### src/rtl/peripheral_mult_mac.sv
// Memory-mapped multiply / multiply-accumulate peripheral for the j1 I/O bus.
// Sequential radix-2 shift-add engine; optional interrupt output under `MULT_IRQ_EN`.
module peripheral_mult_mac #(
  parameter int unsigned WIDTH = 16
) (
  input  logic        clk,
  input  logic        rst,
  input  logic [15:0] d_in,
  input  logic        cs,
  input  logic [3:0]  addr,
  input  logic        rd,
  input  logic        wr,
`ifdef MULT_IRQ_EN
  output logic        irq,
`endif
  output logic [15:0] d_out
);

  localparam int unsigned NW = WIDTH / 16;
  localparam int unsigned PW = 2 * WIDTH;
  localparam int unsigned CW = $clog2(WIDTH);

  typedef enum logic [1:0] {
    IDLE = 2'd0,
    RUN  = 2'd1,
    FIX  = 2'd2
  } state_t;

  state_t state, state_d;

  logic [WIDTH-1:0] a_q, b_q;
  logic [PW-1:0]    p_q;
  logic             sgn_mode, acc_mode, irq_en;
  logic             done, busy, ovf;

  logic [PW-1:0]    mcand, prod;
  logic [WIDTH-1:0] mplier;
  logic             neg;
  logic [CW-1:0]    cnt;

  logic             wr_en, ctrl_wr, load, step, fix;
  logic [WIDTH-1:0] a_mag, b_mag;
  logic [PW-1:0]    prod_s;
  logic [PW:0]      sum;
  logic             sum_ovf;
  logic [15:0]      rdata;

  assign wr_en = cs && wr;
  // CTRL writes are dropped entirely while an operation is in flight
  assign ctrl_wr = wr_en && (addr == 4'h4) && (state == IDLE);

  // Next-state and engine strobes
  always_comb begin
    state_d = state;
    load    = 1'b0;
    step    = 1'b0;
    fix     = 1'b0;
    case (state)
      IDLE: begin
        if (ctrl_wr && d_in[0]) begin
          load    = 1'b1;
          state_d = RUN;
        end
      end
      RUN: begin
        step = 1'b1;
        if (cnt == CW'(WIDTH - 1)) state_d = FIX;
      end
      FIX: begin
        fix     = 1'b1;
        state_d = IDLE;
      end
      default: state_d = IDLE;
    endcase
  end

  // Operand magnitudes (signedness taken from the start write itself) and final sum
  always_comb begin
    a_mag = a_q;
    b_mag = b_q;
    if (d_in[1] && a_q[WIDTH-1]) a_mag = -a_q;
    if (d_in[1] && b_q[WIDTH-1]) b_mag = -b_q;
    prod_s  = neg ? -prod : prod;
    sum     = {1'b0, p_q} + {1'b0, prod_s};
    sum_ovf = sgn_mode ? ((p_q[PW-1] == prod_s[PW-1]) && (sum[PW-1] != p_q[PW-1]))
                       : sum[PW];
  end

  always_ff @(posedge clk or negedge rst) begin
    if (!rst) state <= IDLE;
    else      state <= state_d;
  end

  // Operand registers; writable at any time, sampled only at start
  always_ff @(posedge clk or negedge rst) begin
    if (!rst) begin
      a_q <= '0;
      b_q <= '0;
    end else if (wr_en) begin
      for (int unsigned i = 0; i < NW; i++) begin
        if (addr == 4'(i))     a_q[16*i +: 16] <= d_in;
        if (addr == 4'(2 + i)) b_q[16*i +: 16] <= d_in;
      end
    end
  end

  // Shift-add engine
  always_ff @(posedge clk or negedge rst) begin
    if (!rst) begin
      mcand  <= '0;
      mplier <= '0;
      prod   <= '0;
      neg    <= 1'b0;
      cnt    <= '0;
    end else if (load) begin
      mcand  <= PW'(a_mag);
      mplier <= b_mag;
      prod   <= '0;
      neg    <= d_in[1] & (a_q[WIDTH-1] ^ b_q[WIDTH-1]);
      cnt    <= '0;
    end else if (step) begin
      prod   <= prod + (mplier[0] ? mcand : '0);
      mcand  <= mcand << 1;
      mplier <= mplier >> 1;
      cnt    <= cnt + CW'(1);
    end
  end

  // Control, status and product registers
  always_ff @(posedge clk or negedge rst) begin
    if (!rst) begin
      p_q      <= '0;
      sgn_mode <= 1'b0;
      acc_mode <= 1'b0;
      irq_en   <= 1'b0;
      done     <= 1'b0;
      busy     <= 1'b0;
      ovf      <= 1'b0;
    end else if (ctrl_wr) begin
      sgn_mode <= d_in[1];
      acc_mode <= d_in[2];
      irq_en   <= d_in[3];
      if (d_in[5]) begin
        p_q <= '0;
        ovf <= 1'b0;
      end
      if (d_in[4] || d_in[0]) done <= 1'b0;
      if (d_in[0]) busy <= 1'b1;
    end else if (fix) begin
      if (acc_mode) begin
        p_q <= sum[PW-1:0];
        if (sum_ovf) ovf <= 1'b1;
      end else begin
        p_q <= prod_s;
      end
      done <= 1'b1;
      busy <= 1'b0;
    end
  end

`ifdef MULT_IRQ_EN
  // Tracks done && irq_en using the values those registers take on this edge
  always_ff @(posedge clk or negedge rst) begin
    if (!rst)         irq <= 1'b0;
    else if (ctrl_wr) irq <= d_in[3] & done & ~d_in[4] & ~d_in[0];
    else if (fix)     irq <= irq_en;
  end
`endif

  // Read mux
  always_comb begin
    rdata = '0;
    for (int unsigned i = 0; i < NW; i++) begin
      if (addr == 4'(i))     rdata = a_q[16*i +: 16];
      if (addr == 4'(2 + i)) rdata = b_q[16*i +: 16];
    end
    for (int unsigned i = 0; i < 2 * NW; i++) begin
      if (addr == 4'(8 + i)) rdata = p_q[16*i +: 16];
    end
    if (addr == 4'h5) rdata = {10'b0, irq_en, acc_mode, sgn_mode, ovf, busy, done};
  end

  always_ff @(posedge clk or negedge rst) begin
    if (!rst)           d_out <= '0;
    else if (cs && rd)  d_out <= rdata;
    else                d_out <= '0;
  end

endmodule

### config.mk
export PLATFORM = sky130hd
export DESIGN_NAME = peripheral_mult_mac
export DESIGN_NICKNAME = d
export VERILOG_FILES = /design/src/rtl/peripheral_mult_mac.sv
export SDC_FILE = /design/constraint.sdc
export NUM_CORES = 1
export LEC_CHECK = 0
export ABC_AREA = 1
export BUFFER_PORTS_ARGS = -buffer_cell sky130_fd_sc_hd__buf_2
export CELL_PAD_IN_SITES_DETAIL_PLACEMENT = 0
export CELL_PAD_IN_SITES_GLOBAL_PLACEMENT = 1
export CORE_ASPECT_RATIO = 1.25
export CORE_MARGIN = 1.5
export CORE_UTILIZATION = 40
export CTS_BUF_LIST = sky130_fd_sc_hd__clkbuf_8
export CTS_CLUSTER_DIAMETER = 40
export DETAILED_ROUTE_END_ITERATION = 6
export PLACE_DENSITY_LB_ADDON = 0.25
export RECOVER_POWER = 50
export SLEW_MARGIN = 0
export SYNTH_ARGS = -nofsm -noshare
export SYNTH_HDL_FRONTEND = slang
export SYNTH_SLANG_ARGS = --single-unit
### constraint.sdc
create_clock -name clk -period 6.79 [get_ports clk]
set_clock_uncertainty 0.2 [all_clocks]
set_input_delay 1.358 -clock clk [delete_from_list [all_inputs] [get_ports clk]]
set_output_delay 1.358 -clock clk [all_outputs]
set_load 0.05 [all_outputs]
Word-level counts from Yosys, hierarchy flattened
Index checks and enable logic that the tools add are counted.

Memory bits (read-only): 0. Output and inout bits: 16. Bits in latches: 0. Bits in writable memories: 0. Memories kept: 0. Bits in registers: 173. Bits of input ports: 25.

Shifts and indexed selects: 0. Divide/modulo/power cells: 0. Equal/unequal tests: 15. Magnitude comparators: 0. Multipliers: 0. $add $sub $neg: 6. Reductions and logical operators: 22. Mux-type cells: 41. Bitwise operators: 2.

Operators with widths (count): $mux W32 (10); $mux W16 (10); $add A32 B32 Y33 (1); $add A32 B32 Y32 (1); $neg A16 Y16 (2); $neg A32 Y32 (1); $mux W1 (16); $eq A4 B4 Y1 const B (3); $reduce_and A2 Y1 (6); $eq A4 B3 Y1 const B (2); $logic_and A1 B1 Y1 (8); $mux W4 (2); $reduce_bool A2 Y1 (4); $ne A2 B2 Y1 const B (3); $add A4 B1 Y4 const B (1); $eq A4 B2 Y1 const B (1); $logic_not A4 Y1 (1); $mux W2 (2); $ne A2 B1 Y1 const B (2); $pmux W2 S2 (1); $reduce_and A4 Y1 (1); $eq A2 B1 Y1 const B (1); $eq A2 B2 Y1 const B (1); $logic_not A2 Y1 (1); 5 further kinds (5).

Longest topological paths before layout
Gate-level depths: netlist of the first run.

Word-level depth: 10. Depth in mapped cells: 24. Mapped depth without buffers: 24.

Worst setup path before layout of the first run
OpenSTA, ideal clock, no wires.

Kind: flip-flop to flip-flop. Start: register prod[1]. End: register ovf. Stages on the path, launching flop included: 23. Buffers on the path: 0. Setup slack: 3.595 ns. Data required time: 6.470 ns. Data arrival time: 2.875 ns. Library setup time: 0.120 ns. Path through: dfrtp_1 > inv_1 > ha_1 > nand3_2 > nor2_2 > inv_1 > nor2_1 > nand4_1 > nand2_1 > xor2_1 > inv_1 > ha_1 > nand2_1 > nor2_1 > nand2_1 > nor3b_1 > nand2_1 > nand2_1 > nand2_1 > nand3_1 > nand2_1 > nand2_1 > a21oi_1.

Cells in the longest elaborated chain, start to end: 8.

Ends and longest elaborated chain: from (decl) (RTL line 36) `logic [PW-1:0] mcand, prod;`; from (signal assigned) (RTL line 122) `prod <= prod + (mplier[0] ? mcand : '0);`; $neg A32 Y32 (RTL line 83) `prod_s = neg ? -prod : prod;`; $mux W32 (*) (RTL line 83); $add A32 B32 Y33 (RTL line 84) `sum = {1'b0, p_q} + {1'b0, prod_s};`; $ne A1 B1 Y1 (RTL line 85) `sum_ovf = sgn_mode ? ((p_q[PW-1] == prod_s[PW-1]) && (sum[PW-1] != p_q[PW-1]))`; $logic_and A1 B1 Y1 (RTL line 85); $mux W1 (*) (RTL line 85); $reduce_bool A2 Y1 (no source line) (*); $reduce_and A4 Y1 (no source line) (*); to (signal assigned) (RTL line 138) `ovf <= 1'b0;`; to (signal assigned) (RTL line 145) `ovf <= 1'b0;`; to (signal assigned) (RTL line 152) `if (sum_ovf) ovf <= 1'b1;`; to (decl) (RTL line 34) `logic done, busy, ovf;`.

Mark *: on every way between the ends. The rest lies on a longest branch, timed or not. A chain may end at the register's enable or synchronous reset.

Final worst setup path of the first run
Start: input port addr[1]. End: register mcand[13].

Cells in the longest elaborated chain, start to end: 7.

Ends and longest elaborated chain: from (decl) (RTL line 10) `input logic [3:0] addr,`; $eq A4 B3 Y1 (*) (RTL line 50) `assign ctrl_wr = wr_en && (addr == 4'h4) && (state == IDLE);`; $logic_and A1 B1 Y1 (*) (2 in a row) (RTL line 50); $logic_and A1 B1 Y1 (*) (RTL line 60) `if (ctrl_wr && d_in[0]) begin`; $mux W1 (*) (RTL line 60); $mux W1 (*) (RTL line 58) `case (state)`; $mux W32 / $reduce_bool A2 Y1 (equally long branches); to (signal assigned) (RTL line 116) `mcand <= PW'(a_mag);`; to (signal assigned) (RTL line 123) `mcand <= mcand << 1;`; to (decl) (RTL line 36).

Marks and branches as above.

==> results.cfg, run 1 <==
[sta]
period_minus_slack_ns = 4.69
tightest_slew_ns = 2.47
fin_crit_sh_pct = 69.1
max_freq_mhz = 213
hold_viol = 0
finalWorstSetupSlack_ns = 2.10
setup_tns_ns = 0
slew_headroom_pct = -64.4
slew_violations = 133
setup_viol = 0
rsz0062_at_grt = no

[outcome]
failed_checks = max-capacitance violations, max-slew violations
outcome = finished with violations

[finish]
final_cell_mix = nand2_1 (491), inv_1 (286), nor2_1 (219), dfrtp_1 (173), o21ai_0 (158)
antenna_cells = 0
utilization_pct = 43.9
layout-drive-gt1-share_pct = 4.78
final_common_cell = nand2_1
fillerInstances = 3451
design_area_um2 = 14000
syn2layout_area_growth_pct = 7.20
nNetsFinal = 2068

[placement]
place_congestion = 0.976
port_buffers = 40
dp_hpwl_mm = 37.2
dp_slack_ns = 2.78
placed_cell_area_um2 = 13700

[floorplan]
die_w_um = 165
die_h_um = 205
io-pin-count = 41
rows = 73
start_util_pct = 40.9
coreArea_um2 = 32000
die_area_um2 = 33800

[clock_network]
ctsHoldBuffers = 0
cts_tree = built
cts-root-buf = clkbuf_8
cts_made_buffers = 17
cts_num_sinks = 173
cts_buffer_depth = 2
cts_resized = 0
clock_latency_ns = 0.53
clk_pin_slew_worst_paths_ns = 0.12
cts_max_level = 4
cts_setup_buffers = 0

[critical_path]
crit_start = addr[1]
r2r_setup_slack_ns = 2.65
start_kind = input pin
r2r_start = state[0]
reg2reg_depth = 8
required_ns = 6.99
crit_type = input pin to register
arrival_ns = 4.90
end_kind = register
cp-endpoint = mcand[13]
rr_endpoint = mcand[13]
path_max_fanout = 61

[power_and_ir_drop]
powerDensity_nw_per_um2 = 431
total_power_w = 0.00604
p_leak_nw = 7.06
ir_drop_mv = 0.222

[route]
route.detailed.drc = 0
routed_wl_mm = 47.6
first_pass_iters = 5
drtIter0Drc = 1057
routedWlPerCell_um = 19.9
ant_nets = 0
num_vias = 13200
via_per_inst = 5.50

[global_routing]
overflow = 0
met3_usage_pct = 3.57
grt_pass1_vias = 12700
grt_pass1_wl_mm = 74.1
use_met1_pct = 36.9
antenna_found_initial = 0
grt-busiest-layer = met2
grt_max_degree = 93
met2_usage_pct = 49.2
grt_usage_pct = 29.4

[run]
maxCapViolCount = 3

[yosys]
synth_seq_cells = 173
synth_top_flop_cell = dfrtp_1
netlist_area_um2 = 13100
synth.avg_cell_area_um2 = 6.69
async_flop_share_pct = 100
synth_enable_flop_cells = 0
synthDistinctLibCells = 52
synth_cells = 1955
syn-num-nets = 2049
yosys_warnings = 0
ys_seq_area_share_pct = 33.1

[worst_hold_path]
hold_path.startpoint = mplier[7]
hold_class = register to register
[registers in the layout, indices dropped and copies added, names as in the netlist, 2 cells and up]
| register | count |
|---|---|
| prod | 32 |
| a_q | 16 |
| mplier | 16 |
| b_q | 16 |
| cnt | 4 |
| state | 2 |
| p_q | 32 |
| d_out | 16 |
| mcand | 32 |
[synthesized netlist by cell type (4+ instances only)]
cell type,number,area share (%)
nand2_1,490,14
inv_1,285,8.2
nor2_1,219,6.3
dfrtp_1,173,33
o21ai_0,158,6.0
a21oi_1,128,4.9
nand3_1,112,4.3
ha_1,67,6.4
o22ai_1,40,1.9
xor2_1,36,2.4
clkbuf_1,31,0.89
nor3_1,29,1.1
o211ai_1,20,1.1
o221ai_1,17,1.1
nand4_1,15,0.72
o21bai_1,15,0.86
buf_2,11,0.42
o21ai_1,11,0.42
a21o_1,9,0.52
a21boi_0,7,0.40
a2111oi_0,6,0.40
a211oi_1,6,0.34
a221oi_1,5,0.33
a31oi_1,5,0.24
xnor2_1,5,0.33
buf_1,4,0.11
inv_2,4,0.11
nor2_2,4,0.19
o21a_1,4,0.23
[area by class of cell]
class	instances	area (um2)	area share (%)
Inverter	292	1100	7.81
Clock inverter	15	174	1.24
Multi-Input combinational cell	1439	7410	52.8
Sequential cell	173	4330	30.9
Timing Repair Buffer	51	273	1.94
Clock buffer	17	234	1.67
Tap cell	412	515	3.67
[worst max-delay path, cell delays in order]
cell and delay, ns:
clkbuf_1 0.12, nor2_1 0.29, nand3_2 0.09, nor3_1 0.93, nand2_1 0.91, nand2_2 0.26, buf_4 0.58, o21ai_0 0.16
o21bai_1 0.18
[routing by layer]
layer  share of wire [%]  vias up
li1                    -     6465
met1                  43     6313
met2                  48      347
met3                 4.1       76
met4                 5.1        0
met5                   0        -
[through the flow]
step	hold WS, ns	cells
after floorplan	0.249	1955
final	0.299	2399
after CTS	0.299	2399
after detailed placement	0.267	2367
after global placement	0.266	2367
after global routing	0.313	2399
[how the worst min path moves through the flow]
stage          slack (ns)         end  cells after the start
4_1_cts              0.30   mplier[6]                      2
3_3_place_gp         0.27  mplier[13]                      2
5_1_grt              0.31   mplier[6]                      2
6_report             0.30   mplier[7]                      2
3_5_place_dp         0.27   mplier[6]                      2
2_1_floorplan        0.25  mplier[13]                      2
[power breakdown]
group,switching [W],internal (W),total (W)
Sequential,0.000307,0.00128,0.00159
Clock,0.000490,0.000280,0.000770
Combinational,0.00256,0.00112,0.00369
[logic make-up (layout without fill, tap and decap cells)]
| logic type | count (synthesis) | after routing | share of synthesized area, % |
|---|---|---|---|
| compound gates | 439 | 439 | 19.4 |
| xor+xnor | 41 | 41 | 2.74 |
| fa+ha+maj | 69 | 69 | 6.71 |
| buf+inv | 343 | 375 | 10.2 |
| flops | 173 | 173 | 33.1 |
| simple gates | 890 | 890 | 27.9 |
Power figures use the tool's default switching activity.
==> run 2, diff against run 1 <==
clock period = 4.33 ns   (was 6.79 ns; I/O delays follow)
==> run 2 against run 1 <==
  * The run still ends with max-capacitance violations, max-slew violations left
  * Clock power up 64%
  * Cell area up 1.0%
  * Critical path depth up 11
  * Setup slack worse by 1.8 ns
  * Sequential share of layout area down 0.31 points
  * Largest power group unchanged
  * Critical path type is now register to register
  * Worst hold slack worse by 0.0061 ns
  * Non-clock buffer count up 13
  * Largest cell class unchanged
==> results.cfg, run 2 (synthesis results as in run 1) <==
[power_and_ir_drop]
ir_drop_mv = 0.272
clkPwrFrac_pct = 13.0
p_seq_share_pct = 25.8
swShare_pct = 55.7
p_switching_w = 0.00538
p_leak_nw = 7.13
powerDensity_nw_per_um2 = 681
power_frac_comb_pct = 61.1
internal_power_w = 0.00428

[critical_path]
crit_chain = inv_1, ha_1, nand3_2, nor2_1, nand3_1, xor2_1, nand2_1, o21ai_1, inv_1, ha_1, nand2_1, nor2_1, inv_1, nor2_1, and3_1, nand2_1, nand3_1, nand2_1, nand3_1, a21oi_1
cp_top_family = simple AND/OR/NAND/NOR gates
path_max_fanout = 6
required_ns = 4.54
crit_slowest_cell = dfrtp_1
crit_type = register to register
arrival_ns = 4.23
cpMostUsedCell = nand2_1
start_kind = register
end_kind = register
cpPeakStageDelay_ns = 0.40
path_buf_inv = 3

[sta]
fin_crit_sh_pct = 92.7
rsz0062_at_grt = no
tightest_slew_ns = 2.87
slew_violations = 152
period_minus_slack_ns = 4.02
setup_tns_ns = 0
setup_viol = 0
hold_viol = 0
worst_hold_slack_ns = 0.293
max_freq_mhz = 249
finalWorstSetupSlack_ns = 0.315
slew_headroom_pct = -91.6

[run]
maxCapViolCount = 2

[clock_network]
clock_latency_ns = 0.52
cts_made_buffers = 17
cts_buffer_depth = 2
cts-root-buf = clkbuf_8
clk_pin_slew_worst_paths_ns = 0.12
cts_tree = built
cts_max_level = 4
cts_num_sinks = 173

[finish]
nNetsFinal = 2081
syn2layout_area_growth_pct = 8.30
antenna_cells = 0
fin_cells = 2412
biggestRegsByFlops = mcand: 32 flops, p_q: 32 flops, prod: 32 flops
final_cell_mix = nand2_1 (491), inv_1 (285), nor2_1 (215), dfrtp_1 (173), o21ai_0 (157)
final_common_cell = nand2_1
layout-drive-gt1-share_pct = 5.60

[route]
first_pass_iters = 5
route.detailed.drc = 0
ant_nets = 0
routed.top_layer = met4
met1_length_mm = 20.2
routedWlPerCell_um = 20.4
drtIter0Drc = 960
via_per_inst = 5.50
routed-wl-met2_mm = 23.6
wl_met3_mm = 2.23
num_vias = 13300
routed_wl_mm = 49.3

[floorplan]
start_util_pct = 40.9
io-pin-count = 41
die_w_um = 165
die_h_um = 205
coreArea_um2 = 32000
rows = 73
die_area_um2 = 33800

[placement]
place_congestion = 0.961
dp_slack_ns = 0.258
placedCellCount = 2380
port_buffers = 40
dp_hpwl_mm = 39.6

[global_routing]
antenna_found_initial = 0
grt_usage_pct = 30.3
overflow = 0
grt_max_degree = 105
grt_pass1_vias = 13100
grt_pass1_wl_mm = 75.9

[outcome]
failed_checks = max-capacitance violations, max-slew violations
outcome = finished with violations

[worst_hold_path]
hold_class = register to register
-- run 2: cell types whose count changed in the layout (fill, tap and decap cells not counted), moves of 2 or more --
| cell | change |
|---|---|
| buf_4 | +12 |
| nor2_4 | +2 |
| clkinv_4 | -2 |
| nor2_2 | +2 |
| nor2_1 | -4 |
| inv_12 | +3 |
-- run 2: worst paths after layout --
| check | start | endpoint | slack [ns] | cells past startpoint |
|---|---|---|---|---|
| worst max-delay path | prod[1] | p_q[25] | 0.31 | 20 |
| worst min-delay path | mplier[7] | mplier[7] | 0.29 | 2 |
| worst max register to register | prod[1] | p_q[25] | 0.31 | 20 |
| worst min register to register | mplier[7] | mplier[7] | 0.29 | 2 |
| max in group asynchronous | rst | p_q[12] | 0.82 | 2 |
| min in group asynchronous | rst | mplier[10] | 1.04 | 1 |
-- run 2: metal layers --
layer / track usage (%) / vias up
met4: 19.6 / 0
met2: 51.6 / 343
li1: - / 6493
met5: 0 / -
met1: 35.1 / 6288
met3: 4.70 / 134
-- run 2: final cells by class --
| class | count | area, um2 |
|---|---|---|
| tap | 412 | 515 |
| clock buffer | 17 | 234 |
| sequential | 173 | 4330 |
| clock inverter | 15 | 199 |
| fill | 3536 | 17800 |
| multi-input combinational | 1439 | 7420 |
| inverter | 292 | 1100 |
| timing repair buffer | 64 | 377 |
-- run 2: worst min-delay path, cell delays in order (launching register included) --
cell and delay (ns):
dfrtp_1 0.36, nand2_1 0.05, nand2_1 0.06
-- run 2: timing repair --
| item | 4_1_cts | 5_1_grt |
|---|---|---|
| setup buffers | 0 | 0 |
| hold buffers | 0 | 0 |
| resized for setup | 0 | 4 |
| setup endpoints to repair | 0 | 5 |
-- run 2: power by group through the flow --
| stage | Combinational, W | Clock, W | Sequential, W |
|---|---|---|---|
| floorplan | 0.00408 | 0 | 0.00230 |
| global placement | 0.00583 | 0 | 0.00251 |
| detailed placement | 0.00582 | 0 | 0.00252 |
| CTS | 0.00585 | 0.00130 | 0.00248 |
| global route | 0.00656 | 0.00135 | 0.00254 |
| finish | 0.00590 | 0.00126 | 0.00250 |
-- run 2: through the flow --
step | area (um2) | total power, W | utilization, %
2_1_floorplan | 13100 | 0.00638 | -
3_3_place_gp | 13800 | 0.00834 | 43.1
3_5_place_dp | 13800 | 0.00834 | 43.1
4_1_cts | 14200 | 0.00963 | 44.4
5_1_grt | 14200 | 0.0105 | 44.3
6_report | 14200 | 0.00966 | 44.3
